--- config.mk ---
export PLATFORM = sky130hd
export DESIGN_NAME = score_reader
export DESIGN_NICKNAME = d
export VERILOG_FILES = /design/src/rtl/score_reader.sv
export SDC_FILE = /design/constraint.sdc
export NUM_CORES = 1
export LEC_CHECK = 0
export ABC_AREA = 1
export CORE_AREA = 8 8 97 99
export CTS_CLUSTER_SIZE = 28
export DETAILED_ROUTE_END_ITERATION = 10
export DIE_AREA = 0 0 105 107
export PLACE_DENSITY = 0.65
export SYNTH_ARGS = -nofsm -noshare
export SYNTH_HDL_FRONTEND = slang
export SYNTH_SLANG_ARGS = --single-unit
--- constraint.sdc ---
create_clock -name clk -period 3.9 [get_ports clk]
set_clock_uncertainty 0.1 [all_clocks]
set_input_delay 1.17 -clock clk [delete_from_list [all_inputs] [get_ports clk]]
set_output_delay 1.17 -clock clk [all_outputs]
set_load 0.01 [all_outputs]
--- src/rtl/score_reader.sv ---
// score_reader: recovers a two-digit score from a pair of raw 7-segment
// patterns and reconstructs inc/dec/erase/jump events from score changes.
// A pattern pair is accepted only after STABLE_CYCLES identical samples.
//
// Ports
//   clk          rising-edge clock
//   rst          asynchronous active-low reset
//   tens_7seg_i  tens segments, [7]=a .. [1]=g, 1 = lit
//   units_7seg_i units segments, same encoding
//   tens_o       BCD tens of the last accepted legal score
//   units_o      BCD units of the last accepted legal score
//   valid_o      a legal score has been accepted since reset
//   inc_o/dec_o/erase_o/jump_o  one-cycle event pulses
//   invalid_o    level, accepted pair is not two legal digits

// Per-digit segment decoder.
module seg_dec (
  input  logic [6:0] seg,
  output logic       ok,
  output logic [3:0] bcd
);
  always_comb begin
    ok  = 1'b1;
    bcd = 4'd0;
    case (seg)
      7'b1111110: bcd = 4'd0;
      7'b0110000: bcd = 4'd1;
      7'b1101101: bcd = 4'd2;
      7'b1111001: bcd = 4'd3;
      7'b0110011: bcd = 4'd4;
      7'b1011011: bcd = 4'd5;
      7'b1011111: bcd = 4'd6;
      7'b1110000: bcd = 4'd7;
      7'b1111111: bcd = 4'd8;
      7'b1111011: bcd = 4'd9;
      default:    ok  = 1'b0;
    endcase
  end
endmodule

module score_reader #(
  parameter int STABLE_CYCLES = 4
) (
  input  logic       clk,
  input  logic       rst,
  input  logic [7:1] tens_7seg_i,
  input  logic [7:1] units_7seg_i,
  output logic [3:0] tens_o,
  output logic [3:0] units_o,
  output logic       valid_o,
  output logic       inc_o,
  output logic       dec_o,
  output logic       erase_o,
  output logic       jump_o,
  output logic       invalid_o
);
  localparam int NUM_DIG = 2;  // index 1 = tens, 0 = units

  typedef enum logic [1:0] {INIT, TRACK, SETTLE} state_t;

  state_t                         state;
  logic [3:0]                     cnt;
  logic [NUM_DIG-1:0][6:0]        smp, cand, acc;
  logic                           acc_vld;  // acc holds a real pair (legal or not)
  logic [NUM_DIG-1:0]             dig_ok;
  logic [NUM_DIG-1:0][3:0]        dig_bcd;
  logic [6:0]                     p_val, n_val, p_inc, p_dec;
  logic                           cand_ok;

  assign smp = {tens_7seg_i, units_7seg_i};

  // Only the candidate ever needs decoding: it is what gets accepted.
  for (genvar g = 0; g < NUM_DIG; g++) begin : g_dec
    seg_dec u_dec (.seg(cand[g]), .ok(dig_ok[g]), .bcd(dig_bcd[g]));
  end

  assign cand_ok = &dig_ok;
  assign p_val   = 7'(tens_o) * 7'd10 + 7'(units_o);
  assign n_val   = 7'(dig_bcd[1]) * 7'd10 + 7'(dig_bcd[0]);
  assign p_inc   = (p_val == 7'd99) ? 7'd0  : p_val + 7'd1;
  assign p_dec   = (p_val == 7'd0)  ? 7'd99 : p_val - 7'd1;

  always_ff @(posedge clk or negedge rst) begin
    if (!rst) begin
      state     <= INIT;
      cnt       <= 4'd0;
      cand      <= '0;
      acc       <= '0;
      acc_vld   <= 1'b0;
      tens_o    <= 4'd0;
      units_o   <= 4'd0;
      valid_o   <= 1'b0;
      invalid_o <= 1'b0;
      inc_o     <= 1'b0;
      dec_o     <= 1'b0;
      erase_o   <= 1'b0;
      jump_o    <= 1'b0;
    end else begin
      inc_o   <= 1'b0;
      dec_o   <= 1'b0;
      erase_o <= 1'b0;
      jump_o  <= 1'b0;
      case (state)
        INIT: begin
          cand  <= smp;
          cnt   <= 4'd1;
          state <= SETTLE;
        end
        TRACK: begin
          if (smp != acc) begin
            cand  <= smp;
            cnt   <= 4'd1;
            state <= SETTLE;
          end
        end
        SETTLE: begin
          if (cnt >= 4'(STABLE_CYCLES)) begin
            // Candidate held for the full window: accept it.
            acc     <= cand;
            acc_vld <= 1'b1;
            cnt     <= 4'd0;
            state   <= TRACK;
            if (cand_ok) begin
              tens_o    <= dig_bcd[1];
              units_o   <= dig_bcd[0];
              valid_o   <= 1'b1;
              invalid_o <= 1'b0;
              // Compare against the last legal score; none yet means no event.
              if (valid_o) begin
                if      (n_val == p_inc) inc_o   <= 1'b1;
                else if (n_val == p_dec) dec_o   <= 1'b1;
                else if (n_val == 7'd0)  erase_o <= 1'b1;
                else                     jump_o  <= 1'b1;
              end
            end else begin
              invalid_o <= 1'b1;
            end
          end else if (smp == cand) begin
            cnt <= cnt + 4'd1;
          end else if (acc_vld && smp == acc) begin
            cnt   <= 4'd0;
            state <= TRACK;
          end else begin
            cand <= smp;
            cnt  <= 4'd1;
          end
        end
        default: state <= INIT;
      endcase
    end
  end
endmodule
After elaboration in Yosys (flattened, before gate mapping)
Index checks and enable logic that the tools add are counted.
{ "totals": {"output_inout_bits": 14, "elab_cells": 117, "reg_bits": 49, "input_bits": 16} }
{ "op_classes": {"order_cmp": 1, "n_mul": 2, "n_eq_ne": 34, "addsub": 5, "reduce_logical": 13, "mux": 47} }
{ "op_table": {"columns": ["cell", "count"], "rows": [
  ["== test 7 bit (second input constant)", 17],
  ["one-hot mux 4 bit (9 select lines)", 2],
  ["two-way mux 14 bit", 4],
  ["one-hot mux 14 bit (3 select lines)", 1],
  ["two-way mux 1 bit", 29],
  ["== test 14 bit", 2],
  ["== test 7 x 6 -> 1 bit (second input constant)", 4],
  ["OR reduction 10 bit", 2],
  ["adder 7 x 4 -> 7 bit", 2],
  ["== test 7 bit", 2],
  ["logical NOT 7 bit", 2],
  ["two-way mux 7 bit", 2],
  ["!= test 14 bit", 1],
  ["multiplier 4 x 3 -> 6 bit (second input constant)", 2],
  ["two-way mux 4 bit", 3],
  ["one-hot mux 4 bit (3 select lines)", 1],
  ["two-way mux 2 bit", 4],
  ["!= test 2 bit (second input constant)", 4],
  ["adder 7 x 1 -> 7 bit (second input constant)", 1],
  ["subtractor 7 x 1 -> 7 bit (second input constant)", 1],
  ["!= test 3 bit (second input constant)", 2],
  ["one-hot mux 2 bit (3 select lines)", 1],
  ["AND reduction 2 bit", 3],
  ["AND reduction 5 bit", 1],
  ["other kinds (9)", 9]
]} }

Longest topological paths before layout
{ "depth": {"depth_word": 12, "depth_mapped": 22, "mapped_depth_nobuf": 22} }

Modules after synthesis
Synthesis repeated with hierarchy kept, for this count alone.
{ "hier_totals": {"hier_cells": 564, "hier_area_um2": 3990.1} }
{ "by_module_without_submodules": {"columns": ["mod", "area_each_um2", "instances", "cells_each", "seq_area_each_um2"], "rows": [
  ["score_reader", 3564.7, 1, 474, 1226.2],
  ["seg_dec", 212.7, 2, 45, 0.0]
]} }

Least setup slack after synthesis
No wires, ideal clock.
{ "synth_timing": {"path_type": "flip-flop to flip-flop", "startpoint": "register cand[10] (netlist bit)", "endpoint": "register jump_o", "arrival_ps": 2814, "synth_period_minus_slack_ps": 3032, "setup_time_ps": 118, "slack_ps": 868, "t_required_ps": 3682, "n_path_buf": 1, "path_stages_with_launch": 21, "cell_sequence": "dfrtp_1 > buf_2 > nor2_1 > nand3_1 > nor2_1 > nor2_1 > nand2_1 > ha_1 > ha_1 > fa_1 > nand2_1 > a21oi_1 > nand3_1 > nand2_2 > inv_2 > nand2_1 > nand2_1 > nor2_1 > nand3_1 > nand2_1 > nor2_1"} }
{ "synth_rtl": {"columns": ["element", "line_no", "source"], "rows": [
  ["start, declared", "63", "logic [NUM_DIG-1:0][6:0] smp, cand, acc;"],
  ["start signal, assigned", "105", "cand <= smp;"],
  ["start signal, assigned", "111", "cand <= smp;"],
  ["start signal, assigned", "144", "cand <= smp;"],
  ["end signal, assigned", "97", "jump_o <= 1'b0;"],
  ["end signal, assigned", "102", "jump_o <= 1'b0;"],
  ["end signal, assigned", "133", "else jump_o <= 1'b1;"],
  ["end, declared", "54", "output logic jump_o,"]
]} }

==> results.sh <==
export IMPL_p_int_uw=767.1
export IMPL_grt_max_degree=33
export IMPL_ys_warn_count=0
export IMPL_grt_antenna_before_repair=0
export IMPL_clkTransAtPathRegs_ns=0.09
export IMPL_hold_buffers=0
export IMPL_grt_ovfl_total=0
export IMPL_irDropWorstVdd_v=0.0002382
export IMPL_cp_num_buf_inv=2
export IMPL_path_cells="inv_1 -> nand4_1 -> nor3_1 -> nor2_1 -> nand2_1 -> ha_1 -> ha_1 -> fa_1 -> nand2_1 -> a21oi_1 -> nand3_1 -> nand2_2 -> inv_2 -> nand2_1 -> nand2_1 -> nor2_1 -> nand2_1 -> nand2_1 -> nor2_1"
export IMPL_syn_nets=574
export IMPL_hpwl_um=6851
export IMPL_nNetsFinal=601
export IMPL_via_per_inst=5.107
export IMPL_post_cts_buffers=0
export IMPL_cp_num_cells=19
export IMPL_rows=33
export IMPL_p_switching_uw=251.4
export IMPL_relSlewSlack=0.5005
export IMPL_rsz0062_at_grt="false"
export IMPL_async_flop_share=1.000
export IMPL_grt_pass1_wl_um=15150
export IMPL_power_frac_comb=0.105
export IMPL_initial_utilization=0.4691
export IMPL_leakagePower_nw=2.131
export IMPL_drive_above_1_share=0.07923
export IMPL_crit_arrival_ns=3.56
export IMPL_p_seq_frac=0.520
export IMPL_setup_viol=0
export IMPL_worst_pin_slew_ns=0.7493
export IMPL_dieArea_mm2=0.01124
export IMPL_cts_root_buf="clkbuf_8"
export IMPL_routed_wl_um=8602
export IMPL_hold_depth=2
export IMPL_cts_buffer_depth=2
export IMPL_hold_start="cnt[3]"
export IMPL_totalNegativeSetupSlack_ns=0
export IMPL_clkPwrFrac=0.375
export IMPL_synth_seq_area_share=0.3297
export IMPL_area_growth_synth_to_final_pct=12.82
export IMPL_switching_share=0.2468
export IMPL_critPathMaxStageDelay_ns=0.53
export IMPL_r2r_cells=19
export IMPL_clk_latency_ns=0.30
export IMPL_wl_per_cell_um=12.78
export IMPL_hold_viol_final=0
export IMPL_regToRegStartpoint="cand[8]"
export IMPL_drcViolationCount=0
export IMPL_portBuffers=29
export IMPL_mostFrequentLayoutCells="nand2_1 (171), inv_1 (66), nand3_1 (57)"
export IMPL_crit_family="simple AND/OR/NAND/NOR gates"
export IMPL_period_share=0.8864
export IMPL_ant_nets=0
export IMPL_yosys_register_bits=49
export IMPL_design_area_mm2=0.004195
export IMPL_worstHoldPathType="reg -> reg"
export IMPL_fp_dieH_um=107
export IMPL_endpoint_kind="flip-flop"
export IMPL_final_common_cell="nand2_1"
export IMPL_final_max_slew_viol_count=0
export IMPL_cpMostUsedCell="nand2_1"
export IMPL_cp_slowest_cell="fa_1"
export IMPL_cts_resized=0
export IMPL_ioPinCount=30
export IMPL_syn_area_mm2=0.003719
export IMPL_cp_max_fo=5
export IMPL_synth_area_per_cell_um2=6.886
export IMPL_cp_required_ns=4.00
export IMPL_syn_inst=540
export IMPL_first_global_vias=3352
export IMPL_synthFlopType="dfrtp_1"
export IMPL_fmax_mhz=289.3
export IMPL_numCtsBuffers=5
export IMPL_ys_types=34
export IMPL_die_x_um=105
export IMPL_status="finished, final reports clean"
export IMPL_gp_congestion=0.8504
export IMPL_grtUsageTotal=0.1605
export IMPL_first_pass_iters=4
export IMPL_fillers=789
export IMPL_final_util=0.5292
export IMPL_htreeDepth=2
export IMPL_critPathKind="reg -> reg"
export IMPL_cp_start_kind="flip-flop"
export IMPL_synth_edff_count=0
export IMPL_startpoint="cand[8]"
export IMPL_layout_min_cycle_time_ns=3.457
export IMPL_num_vias=3437
export IMPL_r2r_slack_ns=0.44
export IMPL_placed_area_mm2=0.004075
export IMPL_cellPowerDensity_mw_per_mm2=242.8
export IMPL_cts_tree="done"
export IMPL_drtIter0Drc=120
export IMPL_core_mm2=0.007928
export IMPL_drv_cap=0
export IMPL_cts_num_sinks=49
export IMPL_antenna_cells=0
==> kinds of logic after synthesis <==
family,after synthesis,share of synthesized area
AO/OA/AOI/OAI,42,0.06124
flip-flops,49,0.3297
AND/OR/NAND/NOR,329,0.3997
adder cells (fa/ha/maj),18,0.06864
XOR/XNOR,22,0.05182
buffers and inverters,80,0.08883
==> area by class of cell <==
class | instances | area (um^2) | share of cell area
multi-input combinational | 411 | 2162 | 0.5154
sequential | 49 | 1226 | 0.2923
timing repair buffer | 30 | 292.8 | 0.06979
inverter | 70 | 262.8 | 0.06263
tap | 105 | 131.4 | 0.03132
clock buffer | 6 | 82.58 | 0.01968
clock inverter | 2 | 37.54 | 0.008947
==> flip-flops by register name, indices dropped and copies added, names as in the netlist, 2 cells and up <==
register	count
acc	14
cand	14
cnt	4
state	2
tens_o	4
units_o	4
==> metal layers <==
metal	vias up	GRT usage	routed length, um
met3	5	0.02519	289
met1	1607	0.1927	3984
met5	-	0	0
met2	52	0.2873	4255
met4	0	0.05097	73
li1	1773	-	-
==> metrics by stage <==
step	setup WS, ns	total power [mW]	cells	hold slack (ns)
after floorplan	0.8685	0.5990	540	0.3461
after global placement	0.4865	0.6458	665	0.3735
after detailed placement	0.4513	0.6473	665	0.3843
after CTS	0.4343	1.032	673	0.3979
after global routing	0.1178	1.063	673	0.4237
final	0.4429	1.018	673	0.3955
==> power by group through the flow <==
stage | Clock, mW | Combinational (mW) | Sequential, mW
4_1_cts | 0.395 | 0.109 | 0.529
3_3_place_gp | 0 | 0.106 | 0.539
3_5_place_dp | 0 | 0.108 | 0.539
5_1_grt | 0.410 | 0.122 | 0.531
2_1_floorplan | 0 | 0.0656 | 0.533
6_report | 0.382 | 0.107 | 0.529
==> final timing paths <==
check / to
setup / recovery: jump_o
hold / removal: cnt[3]
setup reg to reg: jump_o
hold reg to reg: cnt[3]
max in group asynchronous: cand[11]
min in group asynchronous: acc[12]
==> Yosys cell counts, types with 4 or more instances <==
cell type,instances,area [um^2]
nor2_1,47,176.4
or2_2,7,43.79
a21oi_1,13,65.06
nand4_1,12,75.07
xor2_1,11,96.34
nand3_1,57,285.3
o21ai_0,21,105.1
nor3_2,6,60.06
fa_1,4,80.08
nor3_1,9,45.04
xnor2_1,11,96.34
buf_2,6,30.03
nand2_1,171,641.9
nand2_2,7,43.79
dfrtp_1,49,1226
inv_1,66,247.7
inv_2,4,15.01
ha_1,14,175.2
==> worst reg2reg max path: stages (launching register included) <==
cell     delay [ns]
dfrtp_1        0.43
inv_1          0.15
nand4_1        0.13
nor3_1         0.23
nor2_1         0.11
nand2_1        0.18
ha_1           0.27
ha_1           0.21
fa_1           0.53
nand2_1        0.06
a21oi_1        0.18
nand3_1        0.12
nand2_2        0.12
inv_2          0.06
nand2_1        0.06
nand2_1        0.04
nor2_1         0.11
nand2_1        0.10
nand2_1        0.11
nor2_1         0.06
Power figures use the tool's default switching activity.
